<file path="config.mk">
export PLATFORM = sky130hd
export DESIGN_NAME = instruction_fetch_unit
export DESIGN_NICKNAME = d
export VERILOG_FILES = /design/src/rtl/instruction_fetch_unit.sv
export SDC_FILE = /design/constraint.sdc
export NUM_CORES = 1
export LEC_CHECK = 0
export BUFFER_PORTS_ARGS = -buffer_cell sky130_fd_sc_hd__buf_4
export CORE_AREA = 2 2 107 109
export DETAILED_ROUTE_END_ITERATION = 12
export DIE_AREA = 0 0 109 111
export PLACE_DENSITY = 0.78
export SYNTH_ARGS = -nofsm -noshare
export SYNTH_HDL_FRONTEND = slang
export SYNTH_SLANG_ARGS = --single-unit
</file>
<file path="constraint.sdc">
create_clock -name clk -period 2.7 [get_ports clk]
set_input_delay 0.135 -clock clk [delete_from_list [all_inputs] [get_ports clk]]
set_output_delay 0.135 -clock clk [all_outputs]
set_load 0.05 [all_outputs]
</file>
<file path="src/rtl/instruction_fetch_unit.sv">
// Instruction fetch unit: sequential fetch with stall hold, redirect flush and range halt.
// Define IFU_MISALIGN_TRAP_EN to make misaligned redirect targets halt until reset.
module instruction_fetch_unit #(
  parameter logic [31:0] RESET_PC = 32'h0000_0000,
  parameter logic [31:0] MEM_TOP  = 32'd496
) (
  input  logic        clk,
  input  logic        rst_n,
  output logic [31:0] imem_addr,
  input  logic [31:0] imem_instr,
  input  logic        stall,
  input  logic        redirect_valid,
  input  logic [31:0] redirect_target,
  output logic        if_valid,
  output logic [31:0] if_instr,
  output logic [31:0] if_pc,
  output logic [31:0] if_pc_plus4,
  output logic        halted,
  output logic [31:0] fetch_count
);

  typedef enum logic [1:0] {BOOT, RUN, FLUSH, HALT} state_t;

  state_t      state_q, state_d;
  logic [31:0] pc_q, pc_d;
  logic [31:0] resp_pc_q, resp_pc_d;
  logic [31:0] cnt_q, cnt_d;
  logic        trap_q, trap_d;
  logic        redirect_ok;
  logic        misalign;
  logic        consume;

`ifdef IFU_MISALIGN_TRAP_EN
  assign misalign    = (redirect_target[1:0] != 2'b00);
  assign redirect_ok = redirect_valid && !trap_q;
`else
  logic unused_tgt_lsbs;
  assign unused_tgt_lsbs = ^redirect_target[1:0];
  assign misalign        = 1'b0;
  assign redirect_ok     = redirect_valid;
`endif

  assign consume = (state_q == RUN) && !stall && !redirect_valid;

  always_ff @(posedge clk or negedge rst_n) begin
    if (!rst_n) begin
      state_q   <= BOOT;
      pc_q      <= RESET_PC;
      resp_pc_q <= RESET_PC;
      cnt_q     <= '0;
      trap_q    <= 1'b0;
    end else begin
      state_q   <= state_d;
      pc_q      <= pc_d;
      resp_pc_q <= resp_pc_d;
      cnt_q     <= cnt_d;
      trap_q    <= trap_d;
    end
  end

  always_comb begin
    state_d   = state_q;
    pc_d      = pc_q;
    resp_pc_d = resp_pc_q;
    trap_d    = trap_q;
    cnt_d     = cnt_q + {31'd0, consume};

    if (redirect_ok) begin
      if (misalign) begin
        state_d = HALT;
        trap_d  = 1'b1;
      end else begin
        pc_d    = {redirect_target[31:2], 2'b00};
        state_d = FLUSH;
      end
    end else begin
      // Entering RUN moves pc into resp_pc; out-of-range pc halts with no update.
      if (state_q == BOOT || state_q == FLUSH || (state_q == RUN && !stall)) begin
        if (pc_q > MEM_TOP) begin
          state_d = HALT;
        end else begin
          state_d   = RUN;
          resp_pc_d = pc_q;
          pc_d      = pc_q + 32'd4;
        end
      end
    end
  end

  always_comb begin
    if_valid  = 1'b0;
    halted    = 1'b0;
    imem_addr = pc_q;
    case (state_q)
      RUN: begin
        if_valid  = 1'b1;
        imem_addr = stall ? resp_pc_q : pc_q;
      end
      HALT: begin
        halted    = 1'b1;
        imem_addr = resp_pc_q;
      end
      default: imem_addr = pc_q;
    endcase
  end

  assign if_instr    = imem_instr;
  assign if_pc       = resp_pc_q;
  assign if_pc_plus4 = resp_pc_q + 32'd4;
  assign fetch_count = cnt_q;

endmodule

</file>
==> metrics.yaml <==
status: "finished clean"
met2_usage_pct: 34.0
crit_type: "flip-flop to primary output"
first_pass_iters: 4
pre_cts_slack_ns: 0.380
gp_congestion: 0.860
numClockSinks: 94
reg2reg_from: "state_q[0]$_DFFE_PN0P_"
ctsLongestPathBuffers: 2
critical_path_buf_inv_count: 2
ios: 230
period_needed_ns: 2.57
utilization_pct: 58.1
slowest_delay_ns: 0.59
start_kind: "flip-flop"
setup_ws_ns: 0.125
area_growth_pct: 29.0
fp.dieH_microns: 111
rsz0062_at_grt: "no"
synth_area_per_cell_sq_um: 10.8
synth_area_sq_um: 4990
worst-path-max-fanout: 6
min_path_type: "input pin to flip-flop"
combPwrFrac_pct: 14.9
leakagePower_nw: 3.24
maxSlewViolCount: 0
htreeDepth: 3
clockPowerShare_pct: 36.8
fin_tns_setup_ns: 0
pwr-share-seq_pct: 48.4
cts_root_buf: "clkbuf_16"
grt_use_met1_pct: 25.3
ys_seq_area_share_pct: 47.2
drtIter0Drc: 137
synthFlopType: "dfrtp_1"
numCtsBuffers: 9
synth_edf_count: 0
worstPathCellList: "ha_2 > inv_1 > or4_4 > nor2_2 > and4_1 > xor2_2 > buf_4"
p_sw_share_pct: 26.8
num_vias: 3845
hpwlAfterDp_microns: 9320
worst_pin_slew_ns: 0.947
grt_first_pass_wirelength_microns: 19000
busiest_layer: "met2"
cp_top_family: "simple AND/OR/NAND/NOR gates"
antenna_found_initial: 0
insertion_delay_ns: 0.33
wl_per_cell_microns: 16.6
fin_cells: 741
grt_overflow: 0
grt_use_total_pct: 20.2
clk_pin_slew_ns: 0.06
whs_path_depth: 3
grt_pass1_vias: 3688
worst_setup_path_end_kind: "primary output"
period_share_pct: 95.4
place_inst: 727
drt-total-wl_microns: 12300
min_from: "redirect_target[5]"
synthCells: 462
relSlewSlack_pct: 36.9
viasPerCell: 5.19
worstPathRequired_ns: 2.57
cp_slowest_cell: "or4_4"
r2r_end: "fetch_count[28]$_DFF_PN0_"
ys_warn_count: 0
grt_util_met3_pct: 2.59
switchingPower_mw: 0.839
synth_cell_types: 44
maxCapViolCount: 0
fmax_mhz: 388
rrSetupSlack_ns: 0.38
initial_utilization_pct: 45.0
core_area_sq_um: 11100
cp.depth: 7
drive_gt1_share_pct: 41.5
ff2ff_path_depth: 10
p_int_mw: 2.29
async_reset_ff_share_pct: 100
portBuffers: 157
grt_start_max_net_pins: 75
tritoncts: "yes"
fin_nets: 669
ys_seq_elements: 94
skew_ns: 0.00517
powerDensity_nw_per_um2: 486
min_to: "pc_q[5]$_DFFE_PN0P_"
drc: 0
hold_viol: 0
ant_nets: 0
n_antenna_cell: 0
dieArea_sq_um: 12100
critPathArrivalTime_ns: 2.44
die_x_microns: 109
setup_viol_count_final: 0
ir_drop_v: 0.000300
rows: 39
==> state kept, by name (all words and copies together), names as in the netlist <==
name / cells
state_q: 2
fetch_count: 32
pc_q: 30
if_pc: 30
==> worst max-delay path by stage <==
stage	start	end	slack [ns]
global placement	if_pc[3]$_DFFE_PN0P_	if_pc_plus4[20]	0.44
global route	if_pc[3]$_DFFE_PN0P_	if_pc_plus4[20]	0.02
detailed placement	state_q[0]$_DFFE_PN0P_	fetch_count[28]$_DFF_PN0_	0.38
CTS	if_pc[3]$_DFFE_PN0P_	if_pc_plus4[20]	0.02
finish	if_pc[3]$_DFFE_PN0P_	if_pc_plus4[20]	0.13
floorplan	if_pc[4]$_DFFE_PN0P_	if_pc_plus4[31]	0.04
==> layout by cell type, fill, tap and decap left out, types with 2 or more instances in the layout <==
master / synthesis / layout
buf_4: 38 / 166
dfrtp_1: 94 / 94
mux2_2: 51 / 51
nand2_1: 33 / 33
xnor2_1: 36 / 33
nor2_1: 26 / 25
xor2_1: 26 / 22
nor2b_1: 22 / 21
and3_1: 16 / 16
nand4_1: 16 / 16
nand3_1: 16 / 16
inv_1: 11 / 11
nor3_1: 10 / 10
o21ai_0: 9 / 9
clkbuf_16: 0 / 9
conb_1: 1 / 6
and2_1: 5 / 5
and4_1: 4 / 4
xor2_2: 0 / 4
nor4_1: 4 / 4
ha_1: 5 / 4
xnor2_2: 0 / 3
nor4_2: 2 / 2
nand2b_1: 2 / 2
mux2_1: 2 / 2
a31oi_1: 2 / 2
o21ai_1: 2 / 2
a21oi_1: 2 / 2
clkbuf_8: 0 / 2
==> synthesized netlist by cell type, types with 10 or more instances <==
library cell  number  share of area, %
xnor2_1           36               6.3
nor2_1            26               2.0
buf_4             38               5.7
and3_1            16               2.0
dfrtp_1           94                47
nand2_1           33               2.5
nand3_1           16               1.6
nor2b_1           22               2.8
nor3_1            10               1.0
nand4_1           16               2.0
mux2_2            51                12
inv_1             11              0.83
xor2_1            26               4.6
==> worst register-to-register path: cells and delay by family (launching register included) <==
family	cells	cell delay, ns
and+or+nand+nor	6	1.05
adders and majority gates	2	0.45
DFF	1	0.42
buffers and inverters	1	0.16
xor gates and xnor gates	1	0.15
==> power groups by stage <==
| stage | clock, mW | combinational (mW) | sequential (mW) |
|---|---|---|---|
| after detailed placement | 0 | 0.470 | 1.54 |
| final | 1.15 | 0.465 | 1.51 |
| after global placement | 0 | 0.464 | 1.54 |
| after global routing | 1.23 | 0.495 | 1.52 |
| after CTS | 1.18 | 0.472 | 1.51 |
| after floorplan | 0 | 0.419 | 1.54 |
==> per-layer routing <==
metal / routed length, microns / vias up
met5: 0 / -
met4: 380 / 0
met3: 696 / 32
met2: 6190 / 133
met1: 5000 / 1868
li1: - / 1812
==> stage by stage <==
step	area [sq um]	hold WS, ns	power, mW
CTS	6430	0.00255	3.17
finish	6440	0.00929	3.13
global placement	6160	0.270	2.00
global route	6440	0.0164	3.24
detailed placement	6160	0.270	2.01
floorplan	5060	-0.161	1.96
==> cell type report <==
type                       instances  area (sq um)
fill                             975          4640
sequential                        94          2350
multi-input combinational        313          2340
timing repair buffer             167          1260
clock buffer                      12           256
tap                              143           179
inverter                          11          41.3
clock inverter                     1          7.51
==> cell families after synthesis <==
kind of cell | Yosys count | share of synthesized area (%)
and+or+nand+nor | 165 | 18.4
DFF | 94 | 47.2
xor gates and xnor gates | 62 | 10.9
buffers and inverters | 60 | 7.57
muxes | 54 | 12.2
AOI/OAI and AO/OA | 21 | 2.53
adders and majority gates | 5 | 1.25
other | 1 | 0.0752
==> timing repair <==
item | in CTS | in global routing
endpoints found under the setup margin | 0 | 3
hold buffers | 1 | 0
hold endpoints to repair | 72 | 0
buffers inserted | 0 | 0
resized for setup | 0 | 2
No activity file was read; power rests on OpenSTA's default activity.
